### src/rtl/ldq_pointer_ctrl_pkg.sv
// Load-queue sizing constants and index/count types
// shared by the LDQ pointer controller and its helpers.
package ldq_pointer_ctrl_pkg;

  localparam int SIZE_LSQ       = 32;
  localparam int SIZE_LSQ_LOG   = 5;
  localparam int DISPATCH_WIDTH = 4;
  localparam int COMMIT_WIDTH   = 4;

  typedef logic [SIZE_LSQ_LOG-1:0] ldq_idx_t;
  typedef logic [SIZE_LSQ_LOG:0]   ldq_cnt_t;

endpackage

### src/rtl/ldq_pointer_ctrl_if.sv
// Dispatch/commit/recover inputs and LDQ state outputs
// of the load-queue pointer controller.
interface ldq_pointer_ctrl_if;
  import ldq_pointer_ctrl_pkg::*;

  logic                dispatchValid_i;
  ldq_idx_t            cntLdNew_i;
  logic [2:0]          commitCnt_i;
  logic                recoverFlag_i;
  ldq_idx_t            ldqHead_o;
  ldq_idx_t            ldqTail_o;
  ldq_cnt_t            ldqInsts_o;
  logic [SIZE_LSQ-1:0] ldqValid_o;
  logic                ldqStall_o;
  logic                ldqEmpty_o;
  logic                ldqError_o;

  modport master (
    output dispatchValid_i,
    output cntLdNew_i,
    output commitCnt_i,
    output recoverFlag_i,
    input  ldqHead_o,
    input  ldqTail_o,
    input  ldqInsts_o,
    input  ldqValid_o,
    input  ldqStall_o,
    input  ldqEmpty_o,
    input  ldqError_o
  );

  modport slave (
    input  dispatchValid_i,
    input  cntLdNew_i,
    input  commitCnt_i,
    input  recoverFlag_i,
    output ldqHead_o,
    output ldqTail_o,
    output ldqInsts_o,
    output ldqValid_o,
    output ldqStall_o,
    output ldqEmpty_o,
    output ldqError_o
  );

endinterface

### src/rtl/ldq_pointer_ctrl_range_mask.sv
// Wrapped range mask: bit i set when entry i lies in
// [base, base+cnt) modulo the queue size.
module ldq_range_mask
  import ldq_pointer_ctrl_pkg::*;
(
  input  ldq_idx_t            base,
  input  ldq_cnt_t            cnt,
  output logic [SIZE_LSQ-1:0] mask
);

  for (genvar i = 0; i < SIZE_LSQ; i++) begin : g_bit
    ldq_idx_t off;
    assign off     = ldq_idx_t'(i) - base;
    assign mask[i] = ldq_cnt_t'(off) < cnt;
  end

endmodule

### src/rtl/ldq_pointer_ctrl.sv
// LDQ head/tail/occupancy/valid tracking with dispatch
// allocation, commit retirement, flush and stall.
module ldq_pointer_ctrl
  import ldq_pointer_ctrl_pkg::*;
(
  input logic          clk,
  input logic          reset,
  ldq_pointer_ctrl_if.slave bus
);

  ldq_idx_t            head;
  ldq_idx_t            tail;
  ldq_cnt_t            insts;
  logic [SIZE_LSQ-1:0] valid;
  logic                error;

  ldq_cnt_t            room;
  logic                stall;
  logic                ovf;
  logic                udf;
  logic                disp_acc;
  logic                com_acc;
  ldq_cnt_t            disp_n;
  ldq_cnt_t            com_n;
  logic [SIZE_LSQ-1:0] set_mask;
  logic [SIZE_LSQ-1:0] clr_mask;

  // Stall looks only at registered occupancy; same-cycle
  // commits never free room for the incoming bundle.
  assign room  = ldq_cnt_t'(SIZE_LSQ) - insts;
  assign stall = bus.dispatchValid_i &
                 (ldq_cnt_t'(bus.cntLdNew_i) > room);

  assign ovf = bus.dispatchValid_i &
               (bus.cntLdNew_i > ldq_idx_t'(DISPATCH_WIDTH));
  assign udf = ldq_cnt_t'(bus.commitCnt_i) > insts;

  assign disp_acc = bus.dispatchValid_i & ~stall &
                    ~ovf & ~bus.recoverFlag_i;
  assign com_acc  = (bus.commitCnt_i != 3'd0) &
                    ~udf & ~bus.recoverFlag_i;

  assign disp_n = disp_acc ? ldq_cnt_t'(bus.cntLdNew_i) : '0;
  assign com_n  = com_acc  ? ldq_cnt_t'(bus.commitCnt_i) : '0;

  ldq_range_mask u_set (
    .base (tail),
    .cnt  (disp_n),
    .mask (set_mask)
  );

  ldq_range_mask u_clr (
    .base (head),
    .cnt  (com_n),
    .mask (clr_mask)
  );

  always_ff @(posedge clk or negedge reset) begin
    if (!reset) begin
      head  <= '0;
      tail  <= '0;
      insts <= '0;
      valid <= '0;
      error <= 1'b0;
    end else if (bus.recoverFlag_i) begin
      head  <= '0;
      tail  <= '0;
      insts <= '0;
      valid <= '0;
    end else begin
      head  <= head + ldq_idx_t'(com_n);
      tail  <= tail + ldq_idx_t'(disp_n);
      insts <= insts + disp_n - com_n;
      valid <= (valid & ~clr_mask) | set_mask;
      if (ovf | udf)
        error <= 1'b1;
    end
  end

  assign bus.ldqHead_o  = head;
  assign bus.ldqTail_o  = tail;
  assign bus.ldqInsts_o = insts;
  assign bus.ldqValid_o = valid;
  assign bus.ldqStall_o = stall;
  assign bus.ldqEmpty_o = (insts == '0);
  assign bus.ldqError_o = error;

endmodule

### src/flat_wrapper.sv
// flat-port wrapper written by rule: the top's interface ports become plain ports
module ldq_pointer_ctrl_flat import ldq_pointer_ctrl_pkg::*;
  (clk, reset, bus_dispatchValid_i, bus_cntLdNew_i, bus_commitCnt_i, bus_recoverFlag_i, bus_ldqHead_o, bus_ldqTail_o, bus_ldqInsts_o, bus_ldqValid_o, bus_ldqStall_o, bus_ldqEmpty_o, bus_ldqError_o);
  ldq_pointer_ctrl_if bus_i ();
  input logic clk;
  input logic reset;
  input wire logic [$bits(bus_i.dispatchValid_i)-1:0] bus_dispatchValid_i;
  input wire logic [$bits(bus_i.cntLdNew_i)-1:0] bus_cntLdNew_i;
  input wire logic [$bits(bus_i.commitCnt_i)-1:0] bus_commitCnt_i;
  input wire logic [$bits(bus_i.recoverFlag_i)-1:0] bus_recoverFlag_i;
  output wire logic [$bits(bus_i.ldqHead_o)-1:0] bus_ldqHead_o;
  output wire logic [$bits(bus_i.ldqTail_o)-1:0] bus_ldqTail_o;
  output wire logic [$bits(bus_i.ldqInsts_o)-1:0] bus_ldqInsts_o;
  output wire logic [$bits(bus_i.ldqValid_o)-1:0] bus_ldqValid_o;
  output wire logic [$bits(bus_i.ldqStall_o)-1:0] bus_ldqStall_o;
  output wire logic [$bits(bus_i.ldqEmpty_o)-1:0] bus_ldqEmpty_o;
  output wire logic [$bits(bus_i.ldqError_o)-1:0] bus_ldqError_o;
  assign bus_i.dispatchValid_i = bus_dispatchValid_i;
  assign bus_i.cntLdNew_i = bus_cntLdNew_i;
  assign bus_i.commitCnt_i = bus_commitCnt_i;
  assign bus_i.recoverFlag_i = bus_recoverFlag_i;
  assign bus_ldqHead_o = bus_i.ldqHead_o;
  assign bus_ldqTail_o = bus_i.ldqTail_o;
  assign bus_ldqInsts_o = bus_i.ldqInsts_o;
  assign bus_ldqValid_o = bus_i.ldqValid_o;
  assign bus_ldqStall_o = bus_i.ldqStall_o;
  assign bus_ldqEmpty_o = bus_i.ldqEmpty_o;
  assign bus_ldqError_o = bus_i.ldqError_o;
  ldq_pointer_ctrl u_core (.clk(clk), .reset(reset), .bus(bus_i));
endmodule
### config.mk
export PLATFORM = sky130hd
export DESIGN_NAME = ldq_pointer_ctrl_flat
export DESIGN_NICKNAME = d
export VERILOG_FILES = /design/src/rtl/ldq_pointer_ctrl_pkg.sv /design/src/rtl/ldq_pointer_ctrl_if.sv /design/src/rtl/ldq_pointer_ctrl_range_mask.sv /design/src/rtl/ldq_pointer_ctrl.sv /design/src/flat_wrapper.sv
export SDC_FILE = /design/constraint.sdc
export NUM_CORES = 1
export LEC_CHECK = 0
export BUFFER_PORTS_ARGS = -buffer_cell sky130_fd_sc_hd__buf_4
export CORE_AREA = 2 2 114 116
export CTS_BUF_LIST = sky130_fd_sc_hd__clkbuf_16
export DETAILED_ROUTE_END_ITERATION = 8
export DIE_AREA = 0 0 116 118
export HOLD_SLACK_MARGIN = 0.03
export PLACE_DENSITY = 0.83
export REMOVE_ABC_BUFFERS = 1
export SLEW_MARGIN = 10
export SYNTH_ARGS = -nofsm -noshare
export SYNTH_HDL_FRONTEND = slang
export SYNTH_HIERARCHICAL = 1
export SYNTH_SLANG_ARGS = --single-unit
export TNS_END_PERCENT = 10
### constraint.sdc
create_clock -name clk -period 3.7 [get_ports clk]
set_input_delay 0.185 -clock clk [delete_from_list [all_inputs] [get_ports clk]]
set_output_delay 0.185 -clock clk [all_outputs]
set_load 0.02 [all_outputs]
# Yosys cells after proc, flatten, opt, wreduce, memory -nomap -nowiden
# Index checks and enable logic that the tools add are counted.
# W data, S select, Z words.
dict set report totals {
  ff_bits 49
  input_bits 12
  output_inout_bits 51
  elab_cells 165
}
dict set report classes {
  add_sub_neg 69
  n_lt_le_gt_ge 67
  muxes 6
  n_bitwise 15
  n_reduce_logical 3
}
# cell n
set ops {}
lappend ops {{$lt A5 B6 Y1} 64}
lappend ops {{$sub A5 B5 Y5 const A} 32}
lappend ops {{$sub A4 B5 Y5 const A} 16}
lappend ops {{$sub A3 B5 Y5 const A} 8}
lappend ops {{$and A32 B32 Y32} 1}
lappend ops {{$mux W32} 1}
lappend ops {{$not A32 Y32} 1}
lappend ops {{$or A32 B32 Y32} 1}
lappend ops {{$sub A1 B5 Y5 const A} 4}
lappend ops {{$sub A2 B5 Y5 const A} 4}
lappend ops {{$mux W5} 3}
lappend ops {{$add A5 B5 Y5} 2}
lappend ops {{$and A1 B1 Y1} 7}
lappend ops {{$add A6 B6 Y6} 1}
lappend ops {{$gt A3 B6 Y1} 1}
lappend ops {{$gt A5 B6 Y1} 1}
lappend ops {{$logic_not A6 Y1} 1}
lappend ops {{$mux W6} 1}
lappend ops {{$sub A6 B6 Y6} 1}
lappend ops {{$sub A6 B6 Y6 const A} 1}
lappend ops {{$gt A5 B3 Y1 const B} 1}
lappend ops {{$not A1 Y1} 4}
lappend ops {{$mux W3} 1}
lappend ops {{$reduce_bool A3 Y1} 1}
lappend ops {{2 further kinds} 2}

# Logic depth before layout (Yosys ltp)
# Gate-level depths: netlist (run 1).
dict set report depth {
  ltp_word 11
  ltp_mapped 17
}

# By module
# Netlist (run 1), hierarchy kept.
# mod n_inst cells_each area_each_um2 seq_area_each_um2
set by_module_without_submodules {}
lappend by_module_without_submodules {ldq_range_mask 2 259 2058.2 0.0}
lappend by_module_without_submodules {ldq_pointer_ctrl 1 286 2688.8 1226.2}

# Worst setup path after synthesis (run 1)
# No wires, ideal clock.
dict set report synth_timing {
  path_kind {flip-flop to flip-flop}
  from {register u_core.insts[2] (netlist: u_core/bus.ldqInsts_o[2])}
  to {register u_core.insts[4] (netlist: u_core/bus.ldqInsts_o[4])}
  setup_ps 121
  arrival_time_ps 3784
  required_time_ps 3579
  setup_slack_ps -205
  path_stages_with_launch 14
  cell_sequence {dfrtp_1 or3_4 xnor2_1 ha_1 a21o_1 a211oi_1 o21ai_0 fa_1 inv_1 fa_1 a21o_1 a21oi_1 xor2_1 nor2_1}
}
dict set report synth_via {
  elab_chain_len 11
  word_cells_on_any_way 16
  classes_between {add/sub (3); order compare (2); mux (3); bitwise (8)}
}
# element line
set synth_rtl {}
lappend synth_rtl {{start: declaration} ldq_pointer_ctrl.sv:13} ;# ldq_cnt_t insts;
lappend synth_rtl {{start signal: assignment} ldq_pointer_ctrl.sv:73} ;# insts <= insts + disp_n - com_n;
lappend synth_rtl {{$sub A6 B6 Y6} ldq_pointer_ctrl.sv:30} ;# assign room = ldq_cnt_t'(SIZE_LSQ) - insts;
lappend synth_rtl {{$gt A5 B6 Y1} ldq_pointer_ctrl.sv:32} ;# (ldq_cnt_t'(bus.cntLdNew_i) > room);
lappend synth_rtl {{$and A1 B1 Y1} ldq_pointer_ctrl.sv:31} ;# assign stall = bus.dispatchValid_i &
lappend synth_rtl {{$not A1 Y1} ldq_pointer_ctrl.sv:38} ;# assign disp_acc = bus.dispatchValid_i & ~stall &
lappend synth_rtl {{$and A1 B1 Y1 (2 in a row)} ldq_pointer_ctrl.sv:38}
lappend synth_rtl {{$and A1 B1 Y1} ldq_pointer_ctrl.sv:39} ;# ~ovf & ~bus.recoverFlag_i;
lappend synth_rtl {{$mux W5} ldq_pointer_ctrl.sv:43} ;# assign disp_n = disp_acc ? ldq_cnt_t'(bus.cntLdNew_i) : '0;
lappend synth_rtl {{$add A6 B6 Y6} ldq_pointer_ctrl.sv:73}
lappend synth_rtl {{$sub A6 B6 Y6 *} ldq_pointer_ctrl.sv:73}
lappend synth_rtl {{$mux W6 *} ldq_pointer_ctrl.sv:65} ;# end else if (bus.recoverFlag_i) begin
# Mark *: on every way between the ends. The rest lies on a longest branch, timed or not.
# A chain may end at the register's enable or synchronous reset.

# Worst setup path in the final report (run 1)
dict set report layout_timing {
  from {register u_core.insts[2] (netlist: u_core/bus.ldqInsts_o[2])}
  to {register u_core.valid[15] (netlist: u_core/bus.ldqValid_o[15])}
}
dict set report layout_via {
  elab_chain_len 11
  word_cells_on_any_way 19
  classes_between {add/sub (1); order compare (4); mux (3); bitwise (11)}
}
# element line
set layout_rtl {}
lappend layout_rtl {{$sub A6 B6 Y6} ldq_pointer_ctrl.sv:30}
lappend layout_rtl {{$gt A5 B6 Y1} ldq_pointer_ctrl.sv:32}
lappend layout_rtl {{$and A1 B1 Y1} ldq_pointer_ctrl.sv:31}
lappend layout_rtl {{$not A1 Y1} ldq_pointer_ctrl.sv:38}
lappend layout_rtl {{$and A1 B1 Y1 (2 in a row)} ldq_pointer_ctrl.sv:38}
lappend layout_rtl {{$and A1 B1 Y1} ldq_pointer_ctrl.sv:39}
lappend layout_rtl {{$mux W5} ldq_pointer_ctrl.sv:43}
lappend layout_rtl {{net u_core.disp_n[1]} ldq_pointer_ctrl.sv:23} ;# ldq_cnt_t disp_n;
lappend layout_rtl {{$lt A5 B6 Y1} ldq_pointer_ctrl_range_mask.sv:14} ;# assign mask[i] = ldq_cnt_t'(off) < cnt;
lappend layout_rtl {{net u_core.set_mask[15]} ldq_pointer_ctrl.sv:25} ;# logic [SIZE_LSQ-1:0] set_mask;
lappend layout_rtl {{$or A32 B32 Y32} ldq_pointer_ctrl.sv:74} ;# valid <= (valid & ~clr_mask) | set_mask;
lappend layout_rtl {{$mux W32} ldq_pointer_ctrl.sv:65}
lappend layout_rtl {{end signal: assignment} ldq_pointer_ctrl.sv:74}
lappend layout_rtl {{end: declaration} ldq_pointer_ctrl.sv:14} ;# logic [SIZE_LSQ-1:0] valid;
# The timed path passes the listed nets, and every way through them passes these cells.

==> results of run 1 <==
## stage by stage
| step | setup WS, ns | instance area, um^2 | TNS [ns] | instances | util (%) |
|---|---|---|---|---|---|
| 6_report | 0.148 | 7640 | 0 | 1038 | 61.6 |
| 2_1_floorplan | -0.202 | 6680 | -0.296 | 787 | - |
| 4_1_cts | 0.0140 | 7590 | 0 | 1037 | 61.2 |
| 5_1_grt | -0.0516 | 7640 | -0.223 | 1038 | 61.6 |
| 3_3_place_gp | 0.0988 | 7410 | 0 | 1028 | 59.7 |
| 3_5_place_dp | 0.0501 | 7410 | 0 | 1028 | 59.7 |
## worst max-delay path, delay by kind of cell (launching register included)
| kind | cells | cell delay [ns] |
|---|---|---|
| and+or+nand+nor | 3 | 0.59 |
| DFF | 1 | 0.42 |
| adders and majority gates | 2 | 0.62 |
| buffers and inverters | 2 | 0.30 |
| xor gates and xnor gates | 1 | 0.14 |
| AOI/OAI and AO/OA | 8 | 1.34 |
## registers in the layout, indices dropped and copies added, names as in the netlist
register / flops
u_core/bus.ldqInsts_o: 6
u_core/bus.ldqValid_o: 32
u_core/bus.ldqTail_o: 5
u_core/bus.ldqError_o: 1
u_core/bus.ldqHead_o: 5
## routing by layer
metal	vias to the layer above	share of wire (%)	GRT usage [%]
met1	2775	46	32.7
met2	165	47	38.8
li1	2910	-	-
met4	0	2.7	7.96
met5	-	0	0
met3	37	4.5	3.96
## cell usage after synthesis (all sizes together), types with 8 or more instances
master,instances
buf,19
nor2b,12
nand2,30
dfrtp,49
o211ai,9
inv,141
xnor2,45
nor2,45
a21oi,84
o22ai,20
ha,168
a22oi,48
a21boi,12
o21ai,24
xor2,13
nand3,8
a21o,8
## worst max path at each step
stage,slack [ns],end,cells after the start
detailed placement,0.05,u_core/bus.ldqInsts_o[4],14
global route,-0.05,u_core/bus.ldqValid_o[31],16
floorplan,-0.20,u_core/bus.ldqInsts_o[4],13
CTS,0.01,u_core/bus.ldqInsts_o[4],14
finish,0.15,u_core/bus.ldqValid_o[15],16
global placement,0.1,u_core/bus.ldqInsts_o[4],14
## report_power, final
group	switching (mW)	total, mW	internal, mW
Combinational	1.56	2.74	1.18
Sequential	0.124	0.752	0.628
Clock	0.225	0.543	0.318
## cell families (layout without fill, tap and decap cells)
family | Yosys count | count (layout) | share of synthesized area, %
AO/OA/AOI/OAI | 237 | 237 | 23.5
buffers and inverters | 167 | 222 | 10.1
adder cells (fa/ha/maj) | 173 | 173 | 32.4
other | 2 | 9 | 0.110
AND/OR/NAND/NOR | 118 | 118 | 8.42
flip-flops | 49 | 49 | 18.0
XOR/XNOR | 58 | 58 | 7.46
## cell usage in the layout (no fill, tap or decap), types with 5 or more instances in the layout
cell type  count
ha_1         167
inv_1        140
a21oi_1       80
buf_4         70
dfrtp_1       49
a22oi_1       48
nor2_1        45
xnor2_1       44
nand2_1       29
o21ai_0       21
o22ai_1       20
xor2_1        13
nor2b_1       12
a21boi_0      10
o211ai_1       9
conb_1         9
nand3_1        8
a21o_1         8
clkbuf_16      5
nor3_1         5
a211oi_1       5
## layout make-up
cell class / instances / share of cell area, %
repair buffers: 71 / 7.01
well taps: 172 / 2.82
clock inverters: 3 / 0.557
multi-input cells: 595 / 64.9
flip-flops and latches: 49 / 16.0
clock buffers: 5 / 1.64
inverters: 143 / 7.02
## timing repair
action	CTS	global route
setup buffers	0	1
resized for setup	0	10
endpoints found under the hold margin	49	0
setup endpoints to repair	0	26
hold buffers	1	0
==> flow_summary.ini, run 1 <==
[global_routing]
grt_usage_pct = 24.1
grt_max_degree = 55
grt_pass1_vias = 5548
grt_antenna_before_repair = 0
gr-total-overflow = 0
grt_pass1_wl_mm = 26.7

[synth]
ys_warn_count = 6
synthArstFlopShare_pct = 100
synth_edf_count = 0
synth_area_mm2 = 0.00681
seq_area_frac_synth_pct = 18.0
ys_types = 54
ys_ff_latch = 49
netlist_instances = 804
yosys_most_used_dff = dfrtp_1
synth.avg_cell_area_um2 = 8.46
synth_area_leader_cell = ha_1
synth_top_cell_area_share_pct = 30.9
ys_top_cells_by_area = ha_1, dfrtp_1, inv_1

[setup_path]
reg2reg_from = u_core/bus.ldqInsts_o[2]
worst_setup_path_end_kind = register
slowest_delay_ns = 0.42
cp_slowest_cell = dfrtp_1
rr_worst_depth = 16
cp.required_ns = 3.87
crit_fanout = 6
path_class = reg2reg
critPathArrivalTime_ns = 3.73
crit_start = u_core/bus.ldqInsts_o[2]
r2r_end = u_core/bus.ldqValid_o[15]
rrSetupSlack_ns = 0.15
start_kind = register
crit_chain = or3_4 -> xnor2_2 -> ha_1 -> nand3_1 -> a21oi_1 -> a211oi_2 -> buf_4 -> o21a_1 -> inv_1 -> ha_1 -> a21boi_2 -> o211ai_1 -> o22ai_1 -> a22oi_1 -> a21oi_1 -> nor2_1

[clock_network]
h-tree-depth = 2
clk_pin_slew_ns = 0.07
clk_latency_ns = 0.31
clockRootBuffer = clkbuf_16
cts_tree = built
cts.sinks = 49
clockBufferDepth = 2
tritoncts.num_buffers = 5

[power_and_ir_drop]
ir_drop_mv = 0.529
power.density_mw_per_mm2 = 528
power_mw = 4.03
leakage_nw = 4.04

[detailed_routing]
wl_per_cell_um = 15.7
drt_wl_total_mm = 16.3
drt_iter0_markers = 389
vias_per_cell = 5.67
antenna_left = 0
drcViolationCount = 0
first_pass_iters = 7
vias = 5887

[sta]
hold_violations = 0
finalSetupViolCount = 0
hold-worst-slack_ns = 0.168
rsz0062_at_grt = yes
drv_slew = 0
clock_skew_ns = 0.00880
slew_headroom_pct = 57.4
fin_crit_ns = 3.55
fmax_ghz = 0.282
fin_crit_sh_pct = 96.0
worstMarginPinSlew_ns = 0.640

[cells_and_area]
nFillCells = 1096
regArea_mm2 = 0.00123
syn_to_final_growth_pct = 12.3
multi_input_area_mm2 = 0.00496
fin_nets = 1050
diodes = 0
layout-drive-gt1-share_pct = 11.9

[die]
initial_core_util_pct = 54.8
dieArea_mm2 = 0.0137
rows = 41
die_h_um = 118
core-area_mm2 = 0.0124
fp.dieW_um = 116
io_pins = 63

[placement]
place.gp.congestion = 0.891
dp_hpwl_mm = 12.3
io_buffers = 62

[worst_hold_path]
hp-class = in2reg
holdPathStages = 3
hp-start = bus_dispatchValid_i
holdPathEnd = u_core/bus.ldqError_o

[run_status]
status = finished clean

[run]
cap_violations = 0
Power figures use the tool's default switching activity.
==> inputs of run 2 (changes only) <==
CELL_PAD_IN_SITES_DETAIL_PLACEMENT = 0   (was unset)
CELL_PAD_IN_SITES_GLOBAL_PLACEMENT = 1   (was unset)
CORE_AREA = 2 2 131 133   (was 2 2 114 116)
DIE_AREA = 0 0 133 135   (was 0 0 116 118)
==> flow_summary.ini, run 2 (same netlist as run 1, synthesis figures left out) <==
[run_status]
status = finished clean

[clock_network]
clk_latency_ns = 0.30
tritoncts.num_buffers = 5
cts.sinks = 49
cts_tree = built
h-tree-depth = 2
clockBufferDepth = 2
clockRootBuffer = clkbuf_16
clk_pin_slew_ns = 0.07

[cells_and_area]
finish.utilization_pct = 47.3
nFillCells = 1643
instances_no_fill = 1095
most-common-layout-cells = ha_1, inv_1, a21oi_1, buf_4, dfrtp_1
diodes = 0
fin_nets = 1059
largest_reg_flops = 32
mostFrequentLayoutCell = ha_1
syn_to_final_growth_pct = 13.9
layout-drive-gt1-share_pct = 12.7

[placement]
dp_hpwl_mm = 13.1
dp.cells = 1082
place.gp.congestion = 0.855
io_buffers = 62

[sta]
drv_slew = 0
slew_headroom_pct = 55.1
hold_violations = 0
fin_crit_sh_pct = 96.0
worstMarginPinSlew_ns = 0.673
fmax_ghz = 0.282
finalSetupViolCount = 0
fin_crit_ns = 3.55
rsz0062_at_grt = yes
clock_skew_ns = 0.00579

[die]
core-area_mm2 = 0.0164
rows = 47
die_h_um = 135
initial_core_util_pct = 41.5
dieArea_mm2 = 0.0180
io_pins = 63
fp.dieW_um = 133

[detailed_routing]
wl_per_cell_um = 15.6
vias_per_cell = 5.28
first_pass_iters = 7
drt_wl_total_mm = 17.1
drcViolationCount = 0
drt_iter0_markers = 281
vias = 5782
antenna_left = 0

[run]
cap_violations = 0

[setup_path]
crit_path_frequent_cell = ha_1
crit_chain = or3_4 -> xnor2_1 -> ha_1 -> a21o_1 -> a211oi_2 -> buf_4 -> o21ai_1 -> fa_1 -> inv_1 -> ha_1 -> and2_1 -> a22o_1 -> nand4_1 -> o211ai_1
worst_setup_path_end_kind = register
cp_slowest_cell = fa_1
critPathArrivalTime_ns = 3.73
cp.required_ns = 3.87
critPathBufInv = 2
slowest_delay_ns = 0.52
path_class = reg2reg
start_kind = register
crit_fanout = 6
cp_top_family = adder cells

[global_routing]
grt_max_degree = 50
grt_pass1_vias = 5650
gr-total-overflow = 0
grt_usage_pct = 19.5
grt_pass1_wl_mm = 28.4
grt_antenna_before_repair = 0

[power_and_ir_drop]
leakage_nw = 4.08
power.density_mw_per_mm2 = 521
ir_drop_mv = 0.390

[worst_hold_path]
hp-class = in2reg
-- run 2: layout make-up --
cell class                      count  area (um^2)  area share (%)
Clock buffer                        5          125            1.61
Sequential cell                    49         1230            15.8
Clock inverter                      3         37.5           0.484
Multi-Input combinational cell    595         4950            63.8
Tap cell                          220          275            3.55
Inverter                          143          537            6.92
Timing Repair Buffer               80          603            7.78
-- run 2: routing by layer --
metal / GRT usage [%] / vias up / wire length, um
li1: - / 2921 / -
met4: 6.33 / 0 / 437
met5: 0 / - / 0
met1: 26.9 / 2733 / 8570
met3: 2.78 / 29 / 508
met2: 31.7 / 99 / 7550
-- run 2: worst reg2reg max path: cells and delay by family (launching register included) --
family	cells	cell delay, ns
buffers and inverters	2	0.23
adder cells (fa/ha/maj)	3	1.15
flip-flops	1	0.40
AND/OR/NAND/NOR	3	0.67
AO/OA/AOI/OAI	5	0.85
XOR/XNOR	1	0.14
-- run 2: through the flow --
| step | TNS (ns) | setup WS, ns | hold slack [ns] | total power, mW | cell area, um^2 |
|---|---|---|---|---|---|
| after CTS | 0 | 0.0810 | 0.162 | 3.95 | 7690 |
| after global routing | -0.119 | -0.0390 | 0.201 | 4.43 | 7750 |
| after floorplan | -0.296 | -0.202 | -0.111 | 2.63 | 6680 |
| after detailed placement | 0 | 0.0871 | 0.270 | 3.38 | 7520 |
| after global placement | 0 | 0.145 | 0.264 | 3.33 | 7520 |
| final | 0 | 0.148 | 0.164 | 4.04 | 7750 |
-- run 2: worst paths after layout --
kind                                               start  slack, ns                   endpoint  depth (start not counted)
min in group asynchronous                          reset       0.45  u_core/bus.ldqValid_o[23]                          2
worst min-delay path                 bus_dispatchValid_i       0.16      u_core/bus.ldqError_o                          3
worst max-delay path            u_core/bus.ldqInsts_o[1]       0.15   u_core/bus.ldqInsts_o[5]                         14
worst max register to register  u_core/bus.ldqInsts_o[1]       0.15   u_core/bus.ldqInsts_o[5]                         14
max in group asynchronous                          reset       2.79  u_core/bus.ldqValid_o[30]                          2
worst min register to register     u_core/bus.ldqError_o       0.50      u_core/bus.ldqError_o                          2
-- run 2: what timing repair did --
action,CTS,global route
gates resized for setup,0,9
endpoints found under the setup margin,0,18
setup buffers,0,4
hold endpoints to repair,49,0
hold buffers,1,0
-- run 2: where the power goes --
group          internal [mW]  switching [mW]
clock network          0.315           0.224
logic                   1.20            1.58
registers              0.629          0.0923
==> inputs of run 3 (changes only) <==
CORE_AREA = 2 2 124 126   (was 2 2 131 133)
DIE_AREA = 0 0 126 128   (was 0 0 133 135)
PLACE_DENSITY = 0.87   (was 0.83)
clock period = 3.4 ns   (was 3.7 ns; I/O delays follow)
==> flow_summary.ini, run 3 (same netlist as run 1, synthesis figures left out) <==
[cells_and_area]
syn_to_final_growth_pct = 18.3
diodes = 0
most-common-layout-cells = ha_1, inv_1, buf_4, a21oi_1, dfrtp_1
layout-drive-gt1-share_pct = 18.4
largest_reg_flops = 32
fin_nets = 1085
mostFrequentLayoutCell = ha_1
finish.utilization_pct = 54.2
finalInstanceArea_mm2 = 0.00805

[power_and_ir_drop]
power.density_mw_per_mm2 = 581
ir_drop_mv = 0.614
power_mw = 4.68
leakage_nw = 4.22

[die]
initial_core_util_pct = 45.8
rows = 45
fp.dieW_um = 126
core-area_mm2 = 0.0149
io_pins = 63
dieArea_mm2 = 0.0161
die_h_um = 128

[sta]
worst_slack_ns = -0.0595
hold_violations = 0
fin_crit_ns = 3.46
slew_headroom_pct = 55.5
clock_skew_ns = 0.00695
worstMarginPinSlew_ns = 0.668
drv_slew = 0
finalSetupViolCount = 4
fin_crit_sh_pct = 102
rsz0062_at_grt = yes
fmax_ghz = 0.289

[setup_path]
critPathArrivalTime_ns = 3.63
crit_fanout = 3
crit_chain = or3_4 -> xnor2_1 -> ha_1 -> a21o_1 -> a211oi_4 -> buf_4 -> o21ai_2 -> fa_1 -> inv_1 -> ha_1 -> a21o_1 -> a22o_1 -> nand4_1 -> o211ai_1
start_kind = register
rrSetupSlack_ns = -0.06
cp.required_ns = 3.57
slowest_delay_ns = 0.51
worst_setup_path_end_kind = register
path_class = reg2reg
cp_slowest_cell = fa_1

[placement]
io_buffers = 62
place_area_mm2 = 0.00767
place.gp.congestion = 0.822
dp_hpwl_mm = 13.0

[clock_network]
tritoncts.num_buffers = 5
clockBufferDepth = 2
clk_latency_ns = 0.31
clk_pin_slew_ns = 0.07
cts_tree = built
clockRootBuffer = clkbuf_16
cts.sinks = 49
h-tree-depth = 2

[run_status]
violations = negative setup slack
status = finished with violations

[worst_hold_path]
hp-class = in2reg

[detailed_routing]
vias_per_cell = 5.35
first_pass_iters = 7
drcViolationCount = 0
vias = 5828
drt_iter0_markers = 337
drt_wl_total_mm = 17.1
drt-met1-wl_mm = 8.45
route.top_layer_used = met4
dr_wl_met3_um = 539
wl_per_cell_um = 15.7
wl_met2_mm = 7.90
antenna_left = 0

[global_routing]
grt_pass1_vias = 5809
grt_pass1_wl_mm = 28.6
gr-total-overflow = 0
grt_max_degree = 50
grt_antenna_before_repair = 0
grt_usage_pct = 21.8

[run]
cap_violations = 0
[run 3: through the flow]
stage	setup WS [ns]	hold slack (ns)	setup TNS [ns]	std cells
5_1_grt	-0.218	0.180	-4.77	1089
3_5_place_dp	-0.220	0.258	-2.30	1075
4_1_cts	-0.0350	0.130	-0.0656	1086
3_3_place_gp	-0.179	0.253	-1.19	1075
2_1_floorplan	-0.502	-0.126	-2.63	787
6_report	-0.0595	0.143	-0.145	1089
[run 3: where the power goes]
group	leakage, nW	internal [mW]	total [mW]	switching [mW]
combinational	3.53	1.54	3.38	1.83
clock	0.0680	0.278	0.533	0.254
sequential	0.615	0.684	0.772	0.0881
[run 3: metal layers]
layer  global-route usage (%)  vias up
met3                     3.05       17
met2                     36.1      100
met1                     30.3     2741
met5                        0        -
li1                         -     2970
met4                     4.78        0
[run 3: area by class of cell]
| type | instances | area (um^2) |
|---|---|---|
| clock inverter | 3 | 26.3 |
| sequential | 49 | 1230 |
| inverter | 143 | 537 |
| multi-input combinational | 595 | 5100 |
| fill | 1445 | 6810 |
| clock buffer | 5 | 125 |
| timing repair buffer | 106 | 802 |
| tap | 188 | 235 |
[run 3: worst paths after layout]
check                           depth (start not counted)                 startpoint                         to
worst min-delay path                                    3        bus_dispatchValid_i      u_core/bus.ldqError_o
max in group asynchronous                               2                      reset  u_core/bus.ldqValid_o[11]
worst min register to register                          2  u_core/bus.ldqValid_o[19]  u_core/bus.ldqValid_o[19]
worst max-delay path                                   14   u_core/bus.ldqInsts_o[1]   u_core/bus.ldqInsts_o[5]
worst max register to register                         14   u_core/bus.ldqInsts_o[1]   u_core/bus.ldqInsts_o[5]
min in group asynchronous                               2                      reset   u_core/bus.ldqValid_o[7]
[run 3: repair_timing]
action,in CTS,in global routing
endpoints found under the hold margin,49,0
setup endpoints to repair,30,38
gates resized for setup,13,28
hold buffers,1,0
pin swaps,5,19
buffers inserted,2,3
[run 3: worst max-delay path, delay by kind of cell (launching register included)]
family | cells | cell delay, ns
and+or+nand+nor | 2 | 0.46
adders and majority gates | 3 | 1.11
AOI/OAI and AO/OA | 6 | 1.00
buffers and inverters | 2 | 0.22
xor gates and xnor gates | 1 | 0.14
DFF | 1 | 0.40
